===== config.mk =====
export PLATFORM = sky130hd
export DESIGN_NAME = alu_multicycle
export DESIGN_NICKNAME = d
export VERILOG_FILES = /design/src/rtl/alu_multicycle.sv
export SDC_FILE = /design/constraint.sdc
export NUM_CORES = 1
export LEC_CHECK = 0
export CAP_MARGIN = 20
export CELL_PAD_IN_SITES_DETAIL_PLACEMENT = 0
export CELL_PAD_IN_SITES_GLOBAL_PLACEMENT = 1
export CORE_ASPECT_RATIO = 0.7
export CORE_MARGIN = 2
export CORE_UTILIZATION = 44
export CTS_BUF_LIST = sky130_fd_sc_hd__clkbuf_2 sky130_fd_sc_hd__clkbuf_4 sky130_fd_sc_hd__clkbuf_8
export DETAILED_ROUTE_END_ITERATION = 10
export PLACE_DENSITY = 0.78
export SYNTH_ARGS = -nofsm -noshare
export SYNTH_HDL_FRONTEND = slang
export SYNTH_SLANG_ARGS = --single-unit

===== constraint.sdc =====
create_clock -name clk -period 13.6 [get_ports clk]
set_input_delay 2.04 -clock clk [delete_from_list [all_inputs] [get_ports clk]]
set_output_delay 2.04 -clock clk [all_outputs]
set_load 0.1 [all_outputs]

===== src/rtl/alu_multicycle.sv =====
`default_nettype none
// ============================================================================
// Module   : alu_multicycle
// Brief    : WIDTH-bit ALU evaluated SLICE bits per clock, carry rippled
//            between slices through a register (AND/OR/ADD/SUB/SLT + flags).
// Revision : 1.0
// ============================================================================
module alu_multicycle #(
    parameter int WIDTH = 32,
    parameter int SLICE = 8
) (
    input  logic             clk,
    input  logic             reset,
    input  logic             start,
    input  logic [WIDTH-1:0] a,
    input  logic [WIDTH-1:0] b,
    input  logic [2:0]       op,
    output logic             busy,
    output logic             done,
    output logic [WIDTH-1:0] result,
    output logic             carry_out,
    output logic             overflow,
    output logic             zero
);

    localparam int c_N     = WIDTH / SLICE;
    localparam int c_CNT_W = (c_N > 1) ? $clog2(c_N) : 1;
    localparam logic [c_CNT_W-1:0] c_LAST = c_CNT_W'(c_N - 1);

    localparam logic [0:0] c_IDLE = 1'b0;
    localparam logic [0:0] c_RUN  = 1'b1;

    generate
        if (WIDTH % SLICE != 0) begin : g_slice_check
            $error("alu_multicycle: WIDTH must be a multiple of SLICE");
        end
    endgenerate

    logic [0:0]         r_state;
    logic [0:0]         w_state_next;
    logic               w_accept;
    logic               w_finish;
    logic [WIDTH-1:0]   r_a;
    logic [WIDTH-1:0]   r_b;
    logic [2:0]         r_op;
    logic [c_CNT_W-1:0] r_cnt;
    logic               r_carry;
    logic [WIDTH-1:0]   r_work;
    logic               r_done;
    logic [WIDTH-1:0]   r_result;
    logic               r_carry_out;
    logic               r_overflow;
    logic               r_zero;

    logic [SLICE-1:0]   w_a_sl;
    logic [SLICE-1:0]   w_b_sl;
    logic [SLICE:0]     w_sum;
    logic [SLICE-1:0]   w_slice_res;
    logic               w_cin_msb;
    logic [WIDTH-1:0]   w_work_next;
    logic [WIDTH-1:0]   w_final;
    logic               w_cout_final;
    logic               w_ovf_final;

    always_comb begin
        w_state_next = r_state;
        w_accept     = 1'b0;
        w_finish     = 1'b0;
        case (r_state)
            c_IDLE: begin
                if (start) begin
                    w_accept     = 1'b1;
                    w_state_next = c_RUN;
                end
            end
            default: begin
                if (r_cnt == c_LAST) begin
                    w_finish     = 1'b1;
                    w_state_next = c_IDLE;
                end
            end
        endcase
    end

    // One slice of the datapath; B is inverted for SUB/SLT (Binvert)
    always_comb begin
        w_a_sl      = r_a[32'(r_cnt) * SLICE +: SLICE];
        w_b_sl      = r_op[2] ? ~r_b[32'(r_cnt) * SLICE +: SLICE]
                              :  r_b[32'(r_cnt) * SLICE +: SLICE];
        w_sum       = {1'b0, w_a_sl} + {1'b0, w_b_sl} + (SLICE+1)'(r_carry);
        w_cin_msb   = w_a_sl[SLICE-1] ^ w_b_sl[SLICE-1] ^ w_sum[SLICE-1];
        case (r_op[1:0])
            2'b00:   w_slice_res = w_a_sl & w_b_sl;
            2'b01:   w_slice_res = w_a_sl | w_b_sl;
            default: w_slice_res = w_sum[SLICE-1:0];
        endcase
        w_work_next = r_work;
        w_work_next[32'(r_cnt) * SLICE +: SLICE] = w_slice_res;
    end

    // Final result/flags; only meaningful on the last slice
    always_comb begin
        w_final      = '0;
        w_cout_final = 1'b0;
        w_ovf_final  = 1'b0;
        case (r_op)
            3'b000, 3'b001: w_final = w_work_next;
            3'b010, 3'b110: begin
                w_final      = w_work_next;
                w_cout_final = w_sum[SLICE];
                w_ovf_final  = w_cin_msb ^ w_sum[SLICE];
            end
            3'b111: begin
                w_final      = {{(WIDTH-1){1'b0}},
                                w_work_next[WIDTH-1] ^ w_cin_msb ^ w_sum[SLICE]};
                w_cout_final = w_sum[SLICE];
                w_ovf_final  = w_cin_msb ^ w_sum[SLICE];
            end
            default: ;
        endcase
    end

    always_ff @(posedge clk or posedge reset) begin
        if (reset) begin
            r_state     <= c_IDLE;
            r_a         <= '0;
            r_b         <= '0;
            r_op        <= '0;
            r_cnt       <= '0;
            r_carry     <= 1'b0;
            r_work      <= '0;
            r_done      <= 1'b0;
            r_result    <= '0;
            r_carry_out <= 1'b0;
            r_overflow  <= 1'b0;
            r_zero      <= 1'b0;
        end else begin
            r_state <= w_state_next;
            r_done  <= w_finish;
            if (w_accept) begin
                r_a     <= a;
                r_b     <= b;
                r_op    <= op;
                r_cnt   <= '0;
                r_carry <= op[2];
            end else if (r_state == c_RUN) begin
                r_work  <= w_work_next;
                r_carry <= w_sum[SLICE];
                if (w_finish) begin
                    r_result    <= w_final;
                    r_carry_out <= w_cout_final;
                    r_overflow  <= w_ovf_final;
                    r_zero      <= (w_final == '0);
                end else begin
                    r_cnt <= r_cnt + 1'b1;
                end
            end
        end
    end

    assign busy      = (r_state == c_RUN);
    assign done      = r_done;
    assign result    = r_result;
    assign carry_out = r_carry_out;
    assign overflow  = r_overflow;
    assign zero      = r_zero;

endmodule
`default_nettype wire

==> run_results.csv <==
group,metric,value,unit
clocking,cts_tree,"done",
layout,finalNetCount,812,
clocking,ctsHoldBuffers,0,
clocking,cts_max_level,4,
run_status,outcome,"finished, final reports clean",
clocking,cts_max_path_buffers,2,
sta,tns,0,ns
layout,layout-drive-gt1-share,19.1,%
placed_design,dp.cells,897,
global_route,grt_pass1_vias,5527,
critical_path,critPathMaxFanout,19,
clocking,insertion_delay,0.46,ns
global_route,grt_start_max_net_pins,80,
global_route,use_met2,32.0,%
critical_path,crit_top_cell,"fa_1",
clocking,numCtsBuffers,17,
routing,drc_errors,0,
synthesis,ys_ff_latch,139,
min_path,hp-class,"reg -> reg",
sta,rsz0062_at_grt,"no",
layout,fin_cells,932,
sta,relSlewSlack,31.6,%
sta,post-route-min-period,4.65,ns
critical_path,path_cells,"buf_4 > mux4_2 > xor2_1 > fa_1 > inv_1 > fa_1 > and2b_1 > o2111ai_1 > a21boi_0 > o31a_1 > o221a_2 > nand4b_1 > a2111oi_2 > a41o_1",
synthesis,syn_area_per_cell,11.6,sq um
placed_design,io_buffers,106,
synthesis,syn_inst,616,
global_route,met3_usage,6.40,%
floorplanning,rows,38,
critical_path,worst_setup_path_start_kind,"flop",
routing,routed_wl,18.1,mm
critical_path,worstSetupPathType,"reg -> reg",
global_route,overflow,0,
clocking,cts.sinks,139,
global_route,grt-busiest-layer,"met1",
synthesis,async_flop_share,100,%
synthesis,ys_seq_area_share,48.8,%
floorplanning,dieArea,0.0172,sq mm
placed_design,place_hpwl,12.9,mm
routing,route.vias.total,5328,
layout,syn_to_final_growth,23.5,%
sta,finClkSkew,0.0147,ns
critical_path,worst_ep_required_time,13.99,ns
critical_path,cp.arrival,5.04,ns
clocking,ctsRootBufferMaster,"clkbuf_8",
critical_path,crit_slowest_cell,"mux4_2",
routing,wl_per_cell,19.5,um
sta,hold_violations,0,
global_route,antenna_found_initial,0,
sta,timing.hold.ws,0.485,ns
flow_run,max_cap_violations,0,
routing,routed_via_density,5.72,
synthesis,syn-num-nets,709,
routing,first_iter_violations,484,
sta,fin_ws,8.95,ns
synthesis,synth_cell_types,70,
synthesis,synth_edf_count,0,
critical_path,end_kind,"flop",
placed_design,post-place-ws,8.97,ns
global_route,track_usage,22.3,%
clocking,cts.clk_slew.worst_paths,0.08,ns
layout,fillCellCount,1312,
synthesis,syn_area,0.00712,sq mm
sta,finalMaxSlewViolations,0,
routing,ant_nets,0,
clocking,post_cts_buffers,0,
global_route,grt_first_pass_wirelength,29.8,mm
sta,max_clock_freq,215,MHz
sta,fin_crit_sh,34.2,%
layout,antenna_cells,0,
floorplanning,initial_core_util,45.5,%
synthesis,yosysWarningCount,0,
sta,setup_viol,0,
floorplanning,core,0.0156,sq mm
floorplanning,io_pins,107,
critical_path,crit_path_max_incr_delay,0.57,ns
routing,first_pass_iters,5,
floorplanning,die_w,156,um
sta,tightest_slew,1.02,ns
floorplanning,die_h,110,um
synthesis,synth_flop_cell,"dfrtp_1",
placed_design,gp_congestion,0.906,
global_route,use_met1,33.3,%
clocking,post_cts_resized,0,
## worst paths after layout
kind	start	endpoint	slack [ns]	cells after the start
setup / recovery	r_cnt[0]	zero	8.95	14
hold / removal	result[27]	result[27]	0.49	2
setup reg to reg	r_cnt[0]	zero	8.95	14
hold reg to reg	result[27]	result[27]	0.49	2
max in group asynchronous	reset	r_cnt[1]	10.37	4
min in group asynchronous	reset	r_a[6]	2.07	2
## registers in the layout, indices dropped and copies added, names as in the netlist
register / flops
busy: 1
r_work: 32
overflow: 1
zero: 1
r_carry: 1
carry_out: 1
r_cnt: 2
r_op: 3
r_a: 32
done: 1
r_b: 32
result: 32
## routing by layer
layer | share of wire [%] | vias to the layer above
li1 | - | 2466
met1 | 48 | 2653
met2 | 44 | 194
met3 | 7.4 | 15
met4 | 0.84 | 0
met5 | 0 | -
## worst max-delay path: cells and delay by family, from the launching register on
| kind | cells | cell delay (ns) |
|---|---|---|
| adder cells (fa/ha/maj) | 2 | 0.69 |
| AO/OA/AOI/OAI | 6 | 1.77 |
| flip-flops | 1 | 0.44 |
| XOR/XNOR | 1 | 0.26 |
| multiplexers | 1 | 0.57 |
| buffers and inverters | 2 | 0.45 |
| AND/OR/NAND/NOR | 2 | 0.40 |
## metrics by stage
| stage | area, sq um | util (%) |
|---|---|---|
| after floorplan | 7120 | - |
| after global placement | 8350 | 53.4 |
| after CTS | 8730 | 55.8 |
| final | 8800 | 56.2 |
| after global routing | 8800 | 56.2 |
| after detailed placement | 8350 | 53.4 |
## layout by cell type (no fill, tap or decap), types with 8 or more instances in the layout
| cell type | synthesis | final |
|---|---|---|
| clkdlybuf4s50_1 | 0 | 106 |
| o21ai_0 | 46 | 46 |
| mux4_2 | 16 | 16 |
| o2bb2ai_1 | 13 | 13 |
| clkbuf_8 | 0 | 19 |
| inv_1 | 31 | 30 |
| nor2b_1 | 9 | 8 |
| mux2_2 | 69 | 69 |
| nor2_1 | 9 | 9 |
| xor2_1 | 9 | 9 |
| dfrtp_1 | 139 | 139 |
| ha_1 | 21 | 21 |
| a21oi_1 | 11 | 11 |
| nand2_1 | 73 | 73 |
| buf_4 | 1 | 8 |
| a22o_1 | 20 | 20 |
## final cells by class
type / instances / area [sq um] / share of cell area, %
flip-flops and latches: 139 / 3480 / 39.5
multi-input cells: 412 / 3380 / 38.5
repair buffers: 116 / 1180 / 13.4
clock buffers: 20 / 269 / 3.06
well taps: 200 / 250 / 2.84
inverters: 33 / 126 / 1.44
clock inverters: 12 / 114 / 1.29
## cells in the mapped netlist (all sizes together), types with 8 or more instances
master,count,area share [%]
nor2,9,0.47
inv,31,1.6
clkbuf,17,0.90
mux2,69,11
o2bb2ai,13,1.6
dfrtp,139,49
nor3,8,0.63
xor2,9,1.1
nand2,73,3.8
o21ai,47,3.3
buf,15,1.1
a21oi,11,0.77
nor2b,9,0.79
mux4,16,5.1
a22o,20,2.5
ha,21,3.7
## cells by family (layout without fill, tap and decap cells)
group / count (synthesis) / after routing / share of synthesized area [%]
AND/OR/NAND/NOR: 146 / 146 / 10.5
AO/OA/AOI/OAI: 143 / 143 / 14.8
flip-flops: 139 / 139 / 48.8
multiplexers: 89 / 89 / 16.5
buffers and inverters: 65 / 181 / 3.76
adder cells (fa/ha/maj): 23 / 23 / 4.25
XOR/XNOR: 11 / 11 / 1.35
Power is not shown: default switching activity piles up to over one toggle a cycle in this logic, so the estimate is an artifact.
